$ cat src/rtl/mips_mem_pkg.sv
// mips_mem_pkg: shared size codes, op-field indices and FSM states for the M-stage memory controller
package mips_mem_pkg;
  localparam logic [1:0] MEM_B = 2'd0;
  localparam logic [1:0] MEM_H = 2'd1;
  localparam logic [1:0] MEM_W = 2'd2;
  localparam int OP_UNS = 2;
  typedef enum logic [2:0] {IDLE, REQ, WAIT, DRAIN, DONE} state_t;
endpackage

$ cat src/rtl/mem_lane_align.sv
// mem_lane_align: store byte-lane strobes/replication and load lane extraction with sign/zero extension
module mem_lane_align
  import mips_mem_pkg::*;
(
  input  logic        st_wr,
  input  logic [1:0]  st_size,
  input  logic [1:0]  st_lo,
  input  logic [31:0] st_data,
  input  logic [1:0]  ld_size,
  input  logic        ld_uns,
  input  logic [1:0]  ld_lo,
  input  logic [31:0] rdata,
  output logic [3:0]  wstrb,
  output logic [31:0] wdata,
  output logic [31:0] ld_data
);
  logic [15:0] lane;
  always_comb begin
    lane = 16'(rdata >> {ld_lo, 3'b000});
    wstrb = !st_wr ? 4'b0000 :
            st_size == MEM_B ? 4'b0001 << st_lo :
            st_size == MEM_H ? 4'b0011 << {st_lo[1], 1'b0} : 4'b1111;
    wdata = st_size == MEM_B ? {4{st_data[7:0]}} :
            st_size == MEM_H ? {2{st_data[15:0]}} : st_data;
    ld_data = ld_size == MEM_B ? {{24{lane[7] & ~ld_uns}}, lane[7:0]} :
              ld_size == MEM_H ? {{16{lane[15] & ~ld_uns}}, lane} : rdata;
  end
endmodule

$ cat src/rtl/mem_access_ctrl.sv
// mem_access_ctrl: M-stage load/store controller running a multi-cycle bus access with stall, flush and timeout
module mem_access_ctrl
  import mips_mem_pkg::*;
#(
  parameter int TIMEOUT_CYC = 255
) (
  input  logic        clk,
  input  logic        rst,
  input  logic        mem_en_M,
  input  logic        mem_wr_M,
  input  logic [2:0]  mem_op_M,
  input  logic [31:0] alu_out_M,
  input  logic [31:0] wdata_M,
  input  logic        flush_M,
  input  logic        advance,
  output logic        stall_M,
  output logic [31:0] result_M,
  output logic        addr_err_M,
  output logic        bus_err_M,
  output logic        data_req,
  output logic        data_wr,
  output logic [1:0]  data_size,
  output logic [31:0] data_addr,
  output logic [3:0]  data_wstrb,
  output logic [31:0] data_wdata,
  input  logic [31:0] data_rdata,
  input  logic        data_addr_ok,
  input  logic        data_data_ok
);
  localparam int CW = $clog2(TIMEOUT_CYC + 1);
  state_t state;
  logic [CW-1:0] cnt;
  logic [1:0] size;
  logic start, tmo, uns_q;
  logic [3:0] wstrb_n;
  logic [31:0] wdata_n, ld_data;
  assign size = mem_op_M[1:0];
  assign addr_err_M = mem_en_M & ((size == MEM_H & alu_out_M[0]) | (size == MEM_W & |alu_out_M[1:0]));
  assign start = state == IDLE & mem_en_M & ~addr_err_M & ~flush_M;
  assign stall_M = start | state == REQ | state == WAIT | state == DRAIN;
  assign tmo = cnt == CW'(TIMEOUT_CYC - 1);
  assign data_req = state == REQ;
  mem_lane_align u_align (
    .st_wr   (mem_wr_M),
    .st_size (size),
    .st_lo   (alu_out_M[1:0]),
    .st_data (wdata_M),
    .ld_size (data_size),
    .ld_uns  (uns_q),
    .ld_lo   (data_addr[1:0]),
    .rdata   (data_rdata),
    .wstrb   (wstrb_n),
    .wdata   (wdata_n),
    .ld_data (ld_data)
  );
  always_ff @(posedge clk) begin
    if (rst) begin
      state <= IDLE;
      cnt <= '0;
      uns_q <= 1'b0;
      data_wr <= 1'b0;
      data_size <= 2'd0;
      data_addr <= '0;
      data_wstrb <= '0;
      data_wdata <= '0;
      result_M <= '0;
      bus_err_M <= 1'b0;
    end else begin
      cnt <= '0;
      case (state)
        IDLE: if (start) begin
          state <= REQ;
          uns_q <= mem_op_M[OP_UNS];
          data_wr <= mem_wr_M;
          data_size <= size;
          data_addr <= alu_out_M;
          data_wstrb <= wstrb_n;
          data_wdata <= wdata_n;
        end
        REQ: if (flush_M) begin
          state <= data_addr_ok & ~data_data_ok ? DRAIN : IDLE;
        end else if (data_addr_ok & data_data_ok) begin
          state <= DONE;
          result_M <= data_wr ? '0 : ld_data;
          bus_err_M <= 1'b0;
        end else if (tmo) begin
          state <= DONE;
          result_M <= '0;
          bus_err_M <= 1'b1;
        end else begin
          state <= data_addr_ok ? WAIT : REQ;
          cnt <= cnt + 1'b1;
        end
        WAIT: if (flush_M) begin
          state <= data_data_ok ? IDLE : DRAIN;
        end else if (data_data_ok) begin
          state <= DONE;
          result_M <= data_wr ? '0 : ld_data;
          bus_err_M <= 1'b0;
        end else if (tmo) begin
          state <= DONE;
          result_M <= '0;
          bus_err_M <= 1'b1;
        end else begin
          cnt <= cnt + 1'b1;
        end
        DRAIN: if (data_data_ok) state <= IDLE;
        DONE: if (advance) begin
          state <= IDLE;
          result_M <= '0;
          bus_err_M <= 1'b0;
        end
        default: state <= IDLE;
      endcase
    end
  end
endmodule

$ cat config.mk
export PLATFORM = sky130hd
export DESIGN_NAME = mem_access_ctrl
export DESIGN_NICKNAME = d
export VERILOG_FILES = /design/src/rtl/mips_mem_pkg.sv /design/src/rtl/mem_lane_align.sv /design/src/rtl/mem_access_ctrl.sv
export SDC_FILE = /design/constraint.sdc
export NUM_CORES = 1
export LEC_CHECK = 0
export BUFFER_PORTS_ARGS = -buffer_cell sky130_fd_sc_hd__buf_2
export CELL_PAD_IN_SITES_DETAIL_PLACEMENT = 1
export CELL_PAD_IN_SITES_GLOBAL_PLACEMENT = 1
export CORE_MARGIN = 2
export CORE_UTILIZATION = 36
export CTS_BUF_LIST = sky130_fd_sc_hd__clkbuf_4
export DETAILED_ROUTE_END_ITERATION = 12
export PLACE_DENSITY = 0.93
export SETUP_SLACK_MARGIN = 0.02
export SLEW_MARGIN = 20
export SYNTH_ARGS = -nofsm -noshare
export SYNTH_HDL_FRONTEND = slang
export SYNTH_SLANG_ARGS = --single-unit
$ cat constraint.sdc
create_clock -name clk -period 2.24 [get_ports clk]
set_input_delay 0.112 -clock clk [delete_from_list [all_inputs] [get_ports clk]]
set_output_delay 0.112 -clock clk [all_outputs]
set_load 0.05 [all_outputs]
# After elaboration in Yosys (flattened, before gate mapping)
# Index checks and enable logic that the tools add are counted.
[word_totals]
reg_bits = 116
inputBits = 107
output_inout_bits = 107
wordCells = 95
[op_classes]
addsub = 1
n_eq_ne = 14
shifts = 3
muxes = 41
n_bitwise = 18
n_reduce_logical = 8
[op_table]
columns = ["cell", "n"]
rows = [
  ["$mux 32", 11],
  ["$pmux 32 s3", 1],
  ["$mux 8", 5],
  ["$shr 32x5->16", 1],
  ["$mux 3", 9],
  ["$pmux 8 s2", 1],
  ["$pmux 3 s5", 1],
  ["$mux 4", 3],
  ["$and 1x1->1", 10],
  ["$ne 2x2->1 const B", 5],
  ["$add 8x1->8 const B", 1],
  ["$eq 8x8->1 const B", 1],
  ["$reduce_and 4->1", 2],
  ["$eq 3x2->1 const B", 2],
  ["$mux 1", 6],
  ["$mux 2", 3],
  ["$eq 2x1->1 const B", 2],
  ["$logic_not 2->1", 2],
  ["$ne 4x4->1 const B", 1],
  ["$not 1->1", 4],
  ["$or 1x1->1", 4],
  ["$shl 1x2->4 const A", 1],
  ["$shl 2x2->4 const A", 1],
  ["$eq 3x1->1 const B", 1],
  ["other kinds (7)", 7],
]

# Depth between registers and ports, before layout
[logic_depth]
word_depth = 10
mapped_depth = 9
mapped_depth_nobuf = 6

# Cells and area by module
# A second synthesis with hierarchy kept.
[unflattened]
hier_cells = 671
area_unflattened_um2 = 5552.8
[by_module_without_submodules]
columns = ["module", "instances", "cells_per_inst", "area_per_inst_um2", "seq_area_each_um2"]
rows = [
  ["mem_access_ctrl", 1, 477, 4226.6, 2322.2],
  ["mem_lane_align", 1, 194, 1326.3, 0.0],
]

# Worst setup path before layout
# Ideal clock, no wire load.
[synth_path]
path_kind = "register to register"
startpoint = "reg state[2]"
endpoint = "reg state[0]"
setup_time_ps = 104
arrival_ps = 2422
required_time_ps = 2136
setup_slack_ps = -286
stages_incl_launch_ff = 6
n_path_buf = 0
synth_period_minus_slack_ps = 2526
cell_sequence = "dfxtp_1 nor2_1 nand2_1 o32ai_1 nand3_1 a2111oi_2"
[synth_between]
elab_chain_len = 6
elab_cells_between_ends = 14
cone_classes = "eq/ne: 8; mux: 1; bitwise: 3; reduce/logical: 2"
[synth_lines]
columns = ["element", "line_no", "rtl"]
rows = [
  ["from (decl)", "mem_access_ctrl.sv:31", "state_t state;"],
  ["from (signal assigned)", "mem_access_ctrl.sv:81", "state <= data_addr_ok & ~data_data_ok ? DRAIN : IDLE;"],
  ["from (signal assigned)", "mem_access_ctrl.sv:91", "state <= data_addr_ok ? WAIT : REQ;"],
  ["from (signal assigned)", "mem_access_ctrl.sv:95", "state <= data_data_ok ? IDLE : DRAIN;"],
  ["$logic_not 3->1", "mem_access_ctrl.sv:39, mem_access_ctrl.sv:70", ""],
  ["$and 1x1->1 (3 in a row)", "mem_access_ctrl.sv:39", "assign start = state == IDLE & mem_en_M & ~addr_err_M & ~flush_M;"],
  ["$ne 2x2->1 (no line)", "--", ""],
  ["$reduce_and 4->1 (no line)", "--", ""],
]
# Several ways; a longest one is shown, not always the timed one.
# A chain may end at the register's enable or synchronous reset.

# Worst setup path after layout
[layout_path]
startpoint = "reg state[0]"
endpoint = "reg data_wdata[20]"
[layout_between]
elab_chain_len = 5
[layout_lines]
columns = ["element", "line_no", "rtl"]
rows = [
  ["$logic_not 3->1 *", "mem_access_ctrl.sv:39, mem_access_ctrl.sv:70", ""],
  ["$and 1x1->1 (3 in a row)", "mem_access_ctrl.sv:39", ""],
  ["$reduce_and 2->1 (no line) *", "--", ""],
  ["to (signal assigned)", "mem_access_ctrl.sv:78", "data_wdata <= wdata_n;"],
  ["to (decl)", "mem_access_ctrl.sv:25", "output logic [31:0] data_wdata,"],
]
# Every way passes the cells marked *; elsewhere a longest branch is shown, timed or not.

==> results.yml <==
run_status:
  status: "complete, no violations"
logic_synthesis:
  synth_top_family_by_area: "compound AO/OA/AOI/OAI gates"
  synth_xor_area_share_pct: 1.42
  synth_edf_count: 0
  synth_fa_ha_area_share_pct: 0.458
  synth-compound-area-share_pct: 25.1
  syn_area_per_cell_um2: 8.35
  synth_area_um2: 5460
  synthCells: 654
  synth_seq_cells: 116
  synth_cell_types: 58
  ys_warn_count: 0
  yosys.area_share.simple_pct: 19.9
  synthFlopType: "dfxtp_1"
  synth_mux_area_share_pct: 4.47
  synth_fp_nets: 763
  yosysSeqAreaShare_pct: 42.5
  async_reset_ff_share_pct: 0
grt:
  antenna_found_initial: 2
  use_met3_pct: 7.45
  grt_pass1_wl_um: 36300
  use_met1_pct: 30.0
  busiest_layer: "met2"
  grt-ovfl-total: 0
  grt_pass1_vias: 6838
  grt_util_all_layers_pct: 28.9
  met2_usage_pct: 53.4
  grt_max_degree: 65
sta:
  report.final.slew_viol_count: 0
  setup_tns_ps: 0
  rsz0062_at_grt: "no"
  setup_ws_ps: 191
  fin_crit_ps: 2050
  fin_skew_ps: 21.6
  timing.hold.ws_ps: 36.4
  worst_slew_pin_slew_ps: 1040
  fmax_mhz: 488
  finalSetupViolCount: 0
  max_slew_margin_pct: 30.2
  timing.final.crit_share_pct: 91.5
  hold_viol_final: 0
clock_tree:
  cts_buffers: 17
  cts_buffer_depth: 2
  insertion_delay_ps: 570
  clock-sinks: 116
  cts_tree: "built"
  cts.clk_slew.worst_paths_ps: 120
  clk_root_buffer_cell: "clkbuf_4"
  htree_levels: 4
place:
  gp_congestion: 0.887
  place_area_um2: 6660
  dp_hpwl_um: 13800
  io_buffers: 213
  place_ws_ps: 259
  dp_cells: 1021
finish:
  fillers: 1837
  layout_common_cells: "213 x buf_2, 130 x nand2_1, 116 x dfxtp_1"
  drive_gt1_share_pct: 30.6
  final_common_cell: "buf_2"
  nets: 1060
  area_growth_pct: 45.2
  fin_area_um2: 7930
  final_cell_count_no_fill: 1152
  postLayoutCoreUtil_pct: 52.8
die:
  coreArea_um2: 15000
  die_x_um: 127
  die-area_um2: 16200
  io_pins: 214
  die_y_um: 127
  initial_core_util_pct: 36.3
  rows: 45
min_path:
  hold-path-endpoint: "result_M[15]$_SDFFE_PP0P_"
  worst_hold_path_type: "in -> reg"
  min-delay-start: "data_rdata[15]"
  hold_path_depth: 5
critical_path:
  endpoint_kind: "register"
  r2r_cells: 5
  cp_num_buf_inv: 1
  rrSetupSlack_ps: 190
  start_kind: "register"
  critPathTopFamily: "simple AND/OR/NAND/NOR gates"
  critPathArrivalTime_ps: 2480
  max_stage_delay_ps: 480
  path_max_fanout: 26
  critPathSlowestCell: "dfxtp_1"
  critPathKind: "reg -> reg"
  cp.required_ps: 2670
  rr_startpoint: "state[0]$_SDFFE_PP0P_"
  r2r-end: "data_wdata[20]$_SDFFE_PP0P_"
  crit_chain: "nor4_2 > and3_4 > buf_12 > nor2_1 > a211oi_1"
route:
  vias: 6315
  drt-total-wl_um: 23800
  drt_first_pass_iters: 4
  wl_per_cell_um: 20.6
  ant_nets: 0
  dr.first_iter.drc_count: 241
  vias_per_cell: 5.48
  drcViolationCount: 0
flow_run:
  maxCapViolCount: 0
power_and_ir_drop:
  total_power_mw: 5.00
  power.leakage_nw: 3.46
  peakVddDrop_mv: 0.341
  powerDensity_nw_per_um2: 630
[routing by layer]
layer | vias up | part of all wire, %
li1 | 2895 | -
met1 | 3046 | 37
met2 | 299 | 52
met3 | 75 | 7.0
met4 | 0 | 4.2
met5 | - | 0
[cells in the mapped netlist (3+ instances only)]
cell | n | share of area, %
nand2b_1 | 8 | 0.92
dfxtp_1 | 116 | 43
a2bb2oi_1 | 5 | 0.80
o21ai_0 | 32 | 2.9
mux2_2 | 3 | 0.62
mux2i_1 | 21 | 3.8
clkbuf_1 | 27 | 1.9
buf_4 | 4 | 0.55
or2_2 | 6 | 0.69
nand3b_1 | 6 | 0.82
a311oi_1 | 9 | 1.4
a21oi_1 | 98 | 9.0
o2bb2ai_2 | 11 | 3.0
buf_2 | 10 | 0.92
o2bb2ai_1 | 13 | 2.1
buf_6 | 7 | 1.4
nor2_1 | 52 | 3.6
a32oi_1 | 5 | 0.80
xor2_1 | 6 | 0.96
a22oi_1 | 6 | 0.82
o211ai_1 | 3 | 0.41
nand2_1 | 130 | 8.9
nand3_1 | 7 | 0.64
nor2b_1 | 9 | 1.0
a211oi_1 | 9 | 1.2
inv_1 | 8 | 0.55
[flip-flops by register name, indices dropped and copies added (netlist names)]
name / cells
data_wstrb: 4
bus_err_M: 1
data_wdata: 32
data_wr: 1
result_M: 32
state: 3
data_addr: 32
uns_q: 1
cnt: 8
data_size: 2
[layout make-up]
cell class | instances | area, µm² | area share, %
diodes | 2 | 5.00 | 0.0631
clock buffers | 18 | 135 | 1.70
clock inverters | 12 | 140 | 1.77
inverters | 8 | 30.0 | 0.379
multi-input cells | 478 | 2820 | 35.6
flip-flops and latches | 116 | 2320 | 29.3
well taps | 188 | 235 | 2.97
repair buffers | 330 | 2240 | 28.3
[repair_timing]
item	in CTS	in global routing
hold buffers	99	0
resized for setup	0	1
hold endpoints to repair	101	0
endpoints found under the setup margin	0	1
setup buffers	0	0
[worst reg2reg max path, delay by kind of cell (launching register included)]
kind / cells / cell delay (ps)
AOI/OAI and AO/OA: 1 / 390
buffers and inverters: 1 / 210
DFF: 1 / 480
and+or+nand+nor: 3 / 840
[power breakdown]
group / internal, mW / switching [mW] / total, mW
combinational: 0.416 / 0.759 / 1.17
sequential: 2.14 / 0.0625 / 2.20
clock: 0.756 / 0.861 / 1.62
total: 3.31 / 1.68 / 5.00
[how the worst max path moves through the flow]
stage	from	slack [ps]	to	cells after the start
3_3_place_gp	state[0]$_SDFFE_PP0P_	370	result_M[8]$_SDFFE_PP0P_	5
4_1_cts	state[2]$_SDFFE_PP0P_	200	stall_M	4
2_1_floorplan	state[2]$_SDFFE_PP0P_	300	state[0]$_SDFFE_PP0P_	5
6_report	state[0]$_SDFFE_PP0P_	190	data_wdata[20]$_SDFFE_PP0P_	5
5_1_grt	data_addr[1]$_SDFFE_PP0P_	70	result_M[11]$_SDFFE_PP0P_	8
3_5_place_dp	state[0]$_SDFFE_PP0P_	260	result_M[21]$_SDFFE_PP0P_	5
[cell families after synthesis]
| logic type | count (synthesis) |
|---|---|
| xor+xnor | 8 |
| simple gates | 239 |
| fa+ha+maj | 2 |
| mux | 24 |
| flops | 116 |
| buf+inv | 60 |
| compound gates | 205 |
(Power assumes the default switching activity.)
